`src/rtl/mul_exec_unit.sv`:
```
// Three-stage pipelined RV32M multiply unit (MUL/MULH/MULHSU/MULHU).
// Produces the one-cycle execution-finish broadcast for the multiply pipe.
module mul_exec_unit #(
    parameter int DATA_W = 32,
    parameter int TAG_W  = 6
) (
    input  logic              i_clk,
    input  logic              i_rst,
    input  logic              i_issue_vld,
    input  logic [1:0]        i_issue_op,
    input  logic [DATA_W-1:0] i_issue_src1,
    input  logic [DATA_W-1:0] i_issue_src2,
    input  logic [TAG_W-1:0]  i_issue_rrftag,
    input  logic              i_kill,
    output logic              o_exfin_mul,
    output logic [TAG_W-1:0]  o_ex_mul_rrftag,
    output logic [DATA_W-1:0] o_exfin_mul_res,
    output logic [1:0]        o_inflight_cnt
);

    localparam int OPW = DATA_W + 1;
    localparam int PW  = 2 * DATA_W;

    localparam logic [1:0] OP_MUL    = 2'b00;
    localparam logic [1:0] OP_MULH   = 2'b01;
    localparam logic [1:0] OP_MULHSU = 2'b10;

    function automatic logic [DATA_W-1:0] select_res(input logic [1:0] op,
                                                     input logic signed [PW-1:0] prod);
        if (op == OP_MUL) begin
            return prod[DATA_W-1:0];
        end
        return prod[PW-1:DATA_W];
    endfunction

    logic                     vld_p1_d, vld_p1_q;
    logic [1:0]               op_p1_d, op_p1_q;
    logic [TAG_W-1:0]         tag_p1_d, tag_p1_q;
    logic signed [OPW-1:0]    a_p1_d, a_p1_q;
    logic signed [OPW-1:0]    b_p1_d, b_p1_q;

    logic                     vld_p2_d, vld_p2_q;
    logic [1:0]               op_p2_d, op_p2_q;
    logic [TAG_W-1:0]         tag_p2_d, tag_p2_q;
    logic signed [PW-1:0]     prod_p2_d, prod_p2_q;

    logic                     vld_p3_d, vld_p3_q;
    logic [TAG_W-1:0]         tag_p3_d, tag_p3_q;
    logic [DATA_W-1:0]        res_p3_d, res_p3_q;
    logic [1:0]               cnt_d, cnt_q;

    always_comb begin
        // S1: sign/zero-extend operands to 33 bits
        vld_p1_d = i_issue_vld & ~i_kill;
        op_p1_d  = i_issue_op;
        tag_p1_d = i_issue_rrftag;
        a_p1_d   = {((i_issue_op == OP_MULH) || (i_issue_op == OP_MULHSU)) & i_issue_src1[DATA_W-1],
                    i_issue_src1};
        b_p1_d   = {(i_issue_op == OP_MULH) & i_issue_src2[DATA_W-1], i_issue_src2};

        // S2: product; bits above 2*DATA_W are never selected, so they are not kept
        vld_p2_d  = vld_p1_q & ~i_kill;
        op_p2_d   = op_p1_q;
        tag_p2_d  = tag_p1_q;
        prod_p2_d = {{(DATA_W-1){a_p1_q[OPW-1]}}, a_p1_q} * {{(DATA_W-1){b_p1_q[OPW-1]}}, b_p1_q};

        // S3: output register, data held unless a valid op enters
        vld_p3_d = vld_p2_q & ~i_kill;
        tag_p3_d = tag_p3_q;
        res_p3_d = res_p3_q;
        if (vld_p3_d) begin
            tag_p3_d = tag_p2_q;
            res_p3_d = select_res(op_p2_q, prod_p2_q);
        end

        cnt_d = {1'b0, vld_p1_d} + {1'b0, vld_p2_d} + {1'b0, vld_p3_d};
    end

    always_ff @(posedge i_clk) begin
        if (i_rst) begin
            vld_p1_q <= 1'b0;
            vld_p2_q <= 1'b0;
            vld_p3_q <= 1'b0;
            tag_p3_q <= '0;
            res_p3_q <= '0;
            cnt_q    <= '0;
        end else begin
            vld_p1_q <= vld_p1_d;
            vld_p2_q <= vld_p2_d;
            vld_p3_q <= vld_p3_d;
            tag_p3_q <= tag_p3_d;
            res_p3_q <= res_p3_d;
            cnt_q    <= cnt_d;
        end
    end

    always_ff @(posedge i_clk) begin
        op_p1_q   <= op_p1_d;
        tag_p1_q  <= tag_p1_d;
        a_p1_q    <= a_p1_d;
        b_p1_q    <= b_p1_d;
        op_p2_q   <= op_p2_d;
        tag_p2_q  <= tag_p2_d;
        prod_p2_q <= prod_p2_d;
    end

    assign o_exfin_mul     = vld_p3_q;
    assign o_ex_mul_rrftag = tag_p3_q;
    assign o_exfin_mul_res = res_p3_q;
    assign o_inflight_cnt  = cnt_q;

endmodule
```
`config.mk`:
```
export PLATFORM = sky130hd
export DESIGN_NAME = mul_exec_unit
export DESIGN_NICKNAME = d
export VERILOG_FILES = /design/src/rtl/mul_exec_unit.sv
export SDC_FILE = /design/constraint.sdc
export NUM_CORES = 2
export LEC_CHECK = 0
export ABC_CLOCK_PERIOD_IN_PS = 10400
export CAP_MARGIN = 20
export CORE_ASPECT_RATIO = 1.4
export CORE_MARGIN = 1.5
export CORE_UTILIZATION = 55
export CTS_CLUSTER_DIAMETER = 150
export DETAILED_ROUTE_END_ITERATION = 7
export HOLD_SLACK_MARGIN = 0.03
export PLACE_DENSITY = 0.72
export SETUP_SLACK_MARGIN = 0.2
export SYNTH_ARGS = -nofsm -noshare
export SYNTH_HDL_FRONTEND = slang
export SYNTH_SLANG_ARGS = --single-unit
```
`constraint.sdc`:
```
create_clock -name i_clk -period 10.4 [get_ports i_clk]
set_input_delay 2.08 -clock i_clk [delete_from_list [all_inputs] [get_ports i_clk]]
set_output_delay 2.08 -clock i_clk [all_outputs]
set_load 0.02 [all_outputs]
```
### Yosys cells after proc, flatten, opt, wreduce, memory -nomap -nowiden

Cells that the tools add are included.

| storage, ports and cells | value |
|---|---|
| register bits | 189 |
| bits in latches | 0 |
| memory bits (writable) | 0 |
| memory bits (read-only) | 0 |
| bits of input ports | 76 |
| output and inout bits | 41 |
| word-level logic and storage cells | 30 |
| memories | 0 |

| cells by class | value |
|---|---|
| $add $sub $neg | 2 |
| multipliers | 1 |
| divide/modulo/power cells | 0 |
| order comparisons | 0 |
| equality and inequality tests | 2 |
| shifts and indexed selects | 0 |
| muxes and demuxes | 4 |
| bitwise gates (word level) | 6 |
| reductions and logical operators | 2 |

Operators by type and width:

| operator | count |
|---|---|
| $mul 33x33->64 | 1 |
| $mux 32 | 2 |
| $and 1x1->1 | 5 |
| $add 1x1->2 | 1 |
| $add 2x1->2 | 1 |
| $eq 2x1->1 const B | 1 |
| $eq 2x2->1 const B | 1 |
| $logic_not 2->1 | 1 |
| $mux 1 | 2 |
| $logic_or 1x1->1 | 1 |
| $not 1->1 | 1 |

### Longest topological paths before layout

| depth | value |
|---|---|
| depth after elaboration | 4 |
| gate-level depth with buffers | 29 |
| gate-level depth less buffers | 27 |

### Least setup slack after synthesis

Ideal clock, no wire load.

| timing | value |
|---|---|
| path kind | register -> register |
| start | register a_p1_q[32] |
| end | register prod_p2_q[62] |
| library setup time | 0.123 ns |
| arrival | 7.616 ns |
| required time | 10.277 ns |
| slack | 2.661 ns |
| cell stages (with the launch flop) | 23 |
| path buffers | 1 |
| clock period less this slack | 7.739 ns |
| cell sequence | dfxtp_1 clkbuf_1 nand2_1 inv_1 fa_1 fa_1 fa_1 inv_1 fa_1 inv_1 fa_1 fa_1 fa_1 inv_1 fa_1 inv_1 ha_1 a21o_1 a221oi_1 o21ai_0 a2111oi_2 o21ai_1 xor2_1 |

| between the ends | value |
|---|---|
| word-level cells in the longest chain between the ends | 1 |

RTL lines:

| element | line | text |
|---|---|---|
| start: declaration | 39 | `logic signed [OPW-1:0] a_p1_d, a_p1_q;` |
| start signal: assignment | 100 | `a_p1_q <= a_p1_d;` |
| $mul 33x33->64 | 65 | `prod_p2_d = {{(DATA_W-1){a_p1_q[OPW-1]}}, a_p1_q} * {{(DATA_W-1){b_p1_q[OPW-1]}}, b_p1_q};` |
| net prod_p2_d[62] | 45 | `logic signed [PW-1:0] prod_p2_d, prod_p2_q;` |
| end signal: assignment | 104 | `prod_p2_q <= prod_p2_d;` |
| end: declaration | 45 |  |

The timed path passes the listed nets, and every way through them passes these cells.
A chain may end at the register's enable or synchronous reset.

### Worst setup path in the final report

| timing | value |
|---|---|
| start | register b_p1_q[6] |
| end | register prod_p2_q[62] |

| between the ends | value |
|---|---|
| word-level cells in the longest chain between the ends | 1 |

RTL lines:

| element | line | text |
|---|---|---|
| start: declaration | 40 | `logic signed [OPW-1:0] b_p1_d, b_p1_q;` |
| start signal: assignment | 101 | `b_p1_q <= b_p1_d;` |
| $mul 33x33->64 | 65 |  |
| net prod_p2_d[62] | 45 |  |

The timed path passes the listed nets, and every way through them passes these cells.

==> metrics <==
layout cells sized above 1=2.79%; DIE WIDTH=239 µm; FP Rows=121; total grt overflow=0; slowest stage cell, crit path=dfxtp_1; area grow syn2layout=6.53%; H-tree levels=4; DRT Pass-1 Iters=5; RSZ-0062 raised after global routing=false; Final ANT Viol Nets=0; largest cells by area after synthesis=fa_1, inv_1, dfxtp_1, and2_1, ha_1; Commonest cells post-synth=fa_1, inv_1, nand2_1; Fin Clk Skew=29.2 ps; register area share after synthesis=8.81%; FF/Latch Area=3800 µm²; routed len/inst=20.4 µm; status=complete, no violations; Worst Path Arrival=9230 ps; Slew Viols, Final=0; Top-Level Pins=117; Worst Setup End Kind=flip-flop; Post-CTS Hold Fix Bufs=0; clk root buf=clkbuf_16; Synth Area in XOR/XNOR=1.53%; count leader, synth=fa_1; Final Hold Fails=0; post-synthesis compound-gate area fraction=4.23%; multiplexer share of the synthesized area=0.0233%; DR DRC count=0; DRT iter0 DRCs=1727; Worst-Margin Slew=1160 ps; Cell variety after synth=61; area occupied by multi-input gates=34200 µm²; Clock Path Buffers=2; Post-synth EDFFs=0; #FFs+latches synth=189; Max Cap Viol=0; DR vias/cell=5.43; largest family of logic cells by synthesized area=adder cells; initial core utilization=55.4%; Synth Cell Area=43000 µm²; Startpoint Class=flip-flop; CP required=10790 ps; GPL Wtd Cong=0.950; CTS tree=yes; asr flop ratio synth=0%; total CTS buffers=17; Post-Route WL=113 mm; fin crit period=8840 ps; Layout fillers=6741; Cell Chain, Critical Path=nand2_1, inv_1, fa_1, inv_1, fa_1, inv_1, fa_1, inv_1, fa_1, inv_1, fa_1, fa_1, fa_1, inv_1, fa_1, inv_1, ha_1, a21o_1, a221oi_1, o21ai_0, a2111oi_2, o21ai_1, xor2_1; Port Buf Inserts=116; dominant cell type by area after synthesis=fa_1; final setup TNS=0 ps; Die ar.=79800 µm²; setup repair bufs after CTS=0; Worst-Skew Late Latency=530 ps; gr usage total=30.2%; main flop type after synthesis=dfxtp_1; Die Y=334 µm; syn avg cell area=9.54 µm²; Final setup viols=0; Hold Path Class=flip-flop to flip-flop; post-synthesis simple-gate area fraction=15.1%; largest net degree at the start of global routing=69; vias in the first global route=34100; Final nets=5889; post-DP HPWL=95.3 mm; post-CTS sizing=0; Synth Warn #=0; Max stage delay on crit path=1100 ps; Syn Inst Count=4502; initial antenna violation count=4; Final Cycle Share=85.0%; clock sinks=189; CP most frequent cell=fa_1; vias post-DR=30000; synthesized-area fraction occupied by adder cells=58.7%; critical path type=flip-flop to flip-flop; area share of the leading cell type in the synthesized netlist=52.5%; FMAX=113 MHz; first-pass GRT wire length=182 mm; slew margin rel.=22.6%; Mapped Nets=5917; core area=77500 µm²; Worst Path Max Fanout=28; CTS clk-pin slew, worst paths=110 ps
## layout make-up
class | instances | area share, %
multi-input cells | 2982 | 74.7
inverters | 1100 | 9.02
flip-flops and latches | 189 | 8.30
repair buffers | 184 | 3.71
well taps | 1045 | 2.86
clock buffers | 17 | 0.929
clock inverters | 15 | 0.489
diodes | 2 | 0.0109
## state kept, by name, indices dropped and copies added, names as in the netlist
register,flops
vld_p2_q,1
o_exfin_mul_res,32
tag_p2_q,6
o_inflight_cnt,2
op_p2_q,2
o_ex_mul_rrftag,6
b_p1_q,33
tag_p1_q,6
vld_p1_q,1
op_p1_q,2
o_exfin_mul,1
prod_p2_q,64
a_p1_q,33
## through the flow
stage	cell area (µm²)	hold slack [ps]	setup WS [ps]	util (%)	instances
after floorplan	43000	310	2660	-	4502
after global placement	45100	311	1580	58.2	5498
after detailed placement	45100	312	1490	58.2	5498
after CTS	45700	332	1430	59.0	5530
after global routing	45800	338	1100	59.1	5533
final	45800	331	1560	59.1	5534
## kinds of logic after synthesis
logic type	count (synthesis)
muxes	1
and+or+nand+nor	1311
AOI/OAI and AO/OA	256
xor gates and xnor gates	75
adders and majority gates	1339
DFF	189
buffers and inverters	1331
## per-layer routing
layer  vias up  GRT usage, %  wire length, µm
met5         -             0               19
met4         2          21.4             8930
met3       441          3.70             5200
met2       989          55.1            61200
met1     15700          32.0            37400
li1      12800             -                -
## critical path, delay by kind of cell (launching register included)
kind	cells	cell delay (ps)
AND/OR/NAND/NOR	1	350
adder cells (fa/ha/maj)	9	4440
flip-flops	1	1100
buffers and inverters	7	1170
AO/OA/AOI/OAI	5	1480
XOR/XNOR	1	150
## path summary, 6_finish.rpt
check,startpoint,end,slack [ps],cells after the start
worst max-delay path,b_p1_q[6],prod_p2_q[62],1560,23
worst min-delay path,op_p1_q[0],op_p2_q[0],330,0
worst max register to register,b_p1_q[6],prod_p2_q[62],1560,23
worst min register to register,op_p1_q[0],op_p2_q[0],330,0
## cells in the final DEF, fill, tap and decap left out, types with 4 or more instances in the layout
cell	count
fa_1	1126
inv_1	1099
nand2_1	603
and2_1	541
ha_1	213
dfxtp_1	178
clkdlybuf4s50_1	116
nor2_1	72
buf_4	66
xnor2_1	54
a21oi_1	53
o21ai_0	50
nor2b_1	38
a311oi_1	34
a21o_1	31
xor2_1	21
nand3_1	17
clkbuf_16	17
o21ai_1	15
nand2b_1	12
o21bai_1	11
dfxtp_2	11
o21a_1	8
and3_1	8
a211oi_1	7
nor3_1	7
a221o_1	6
nand4_1	5
a21boi_0	4
inv_12	4
Power is not shown: default switching activity piles up to over one toggle a cycle in this logic, so the estimate is an artifact.
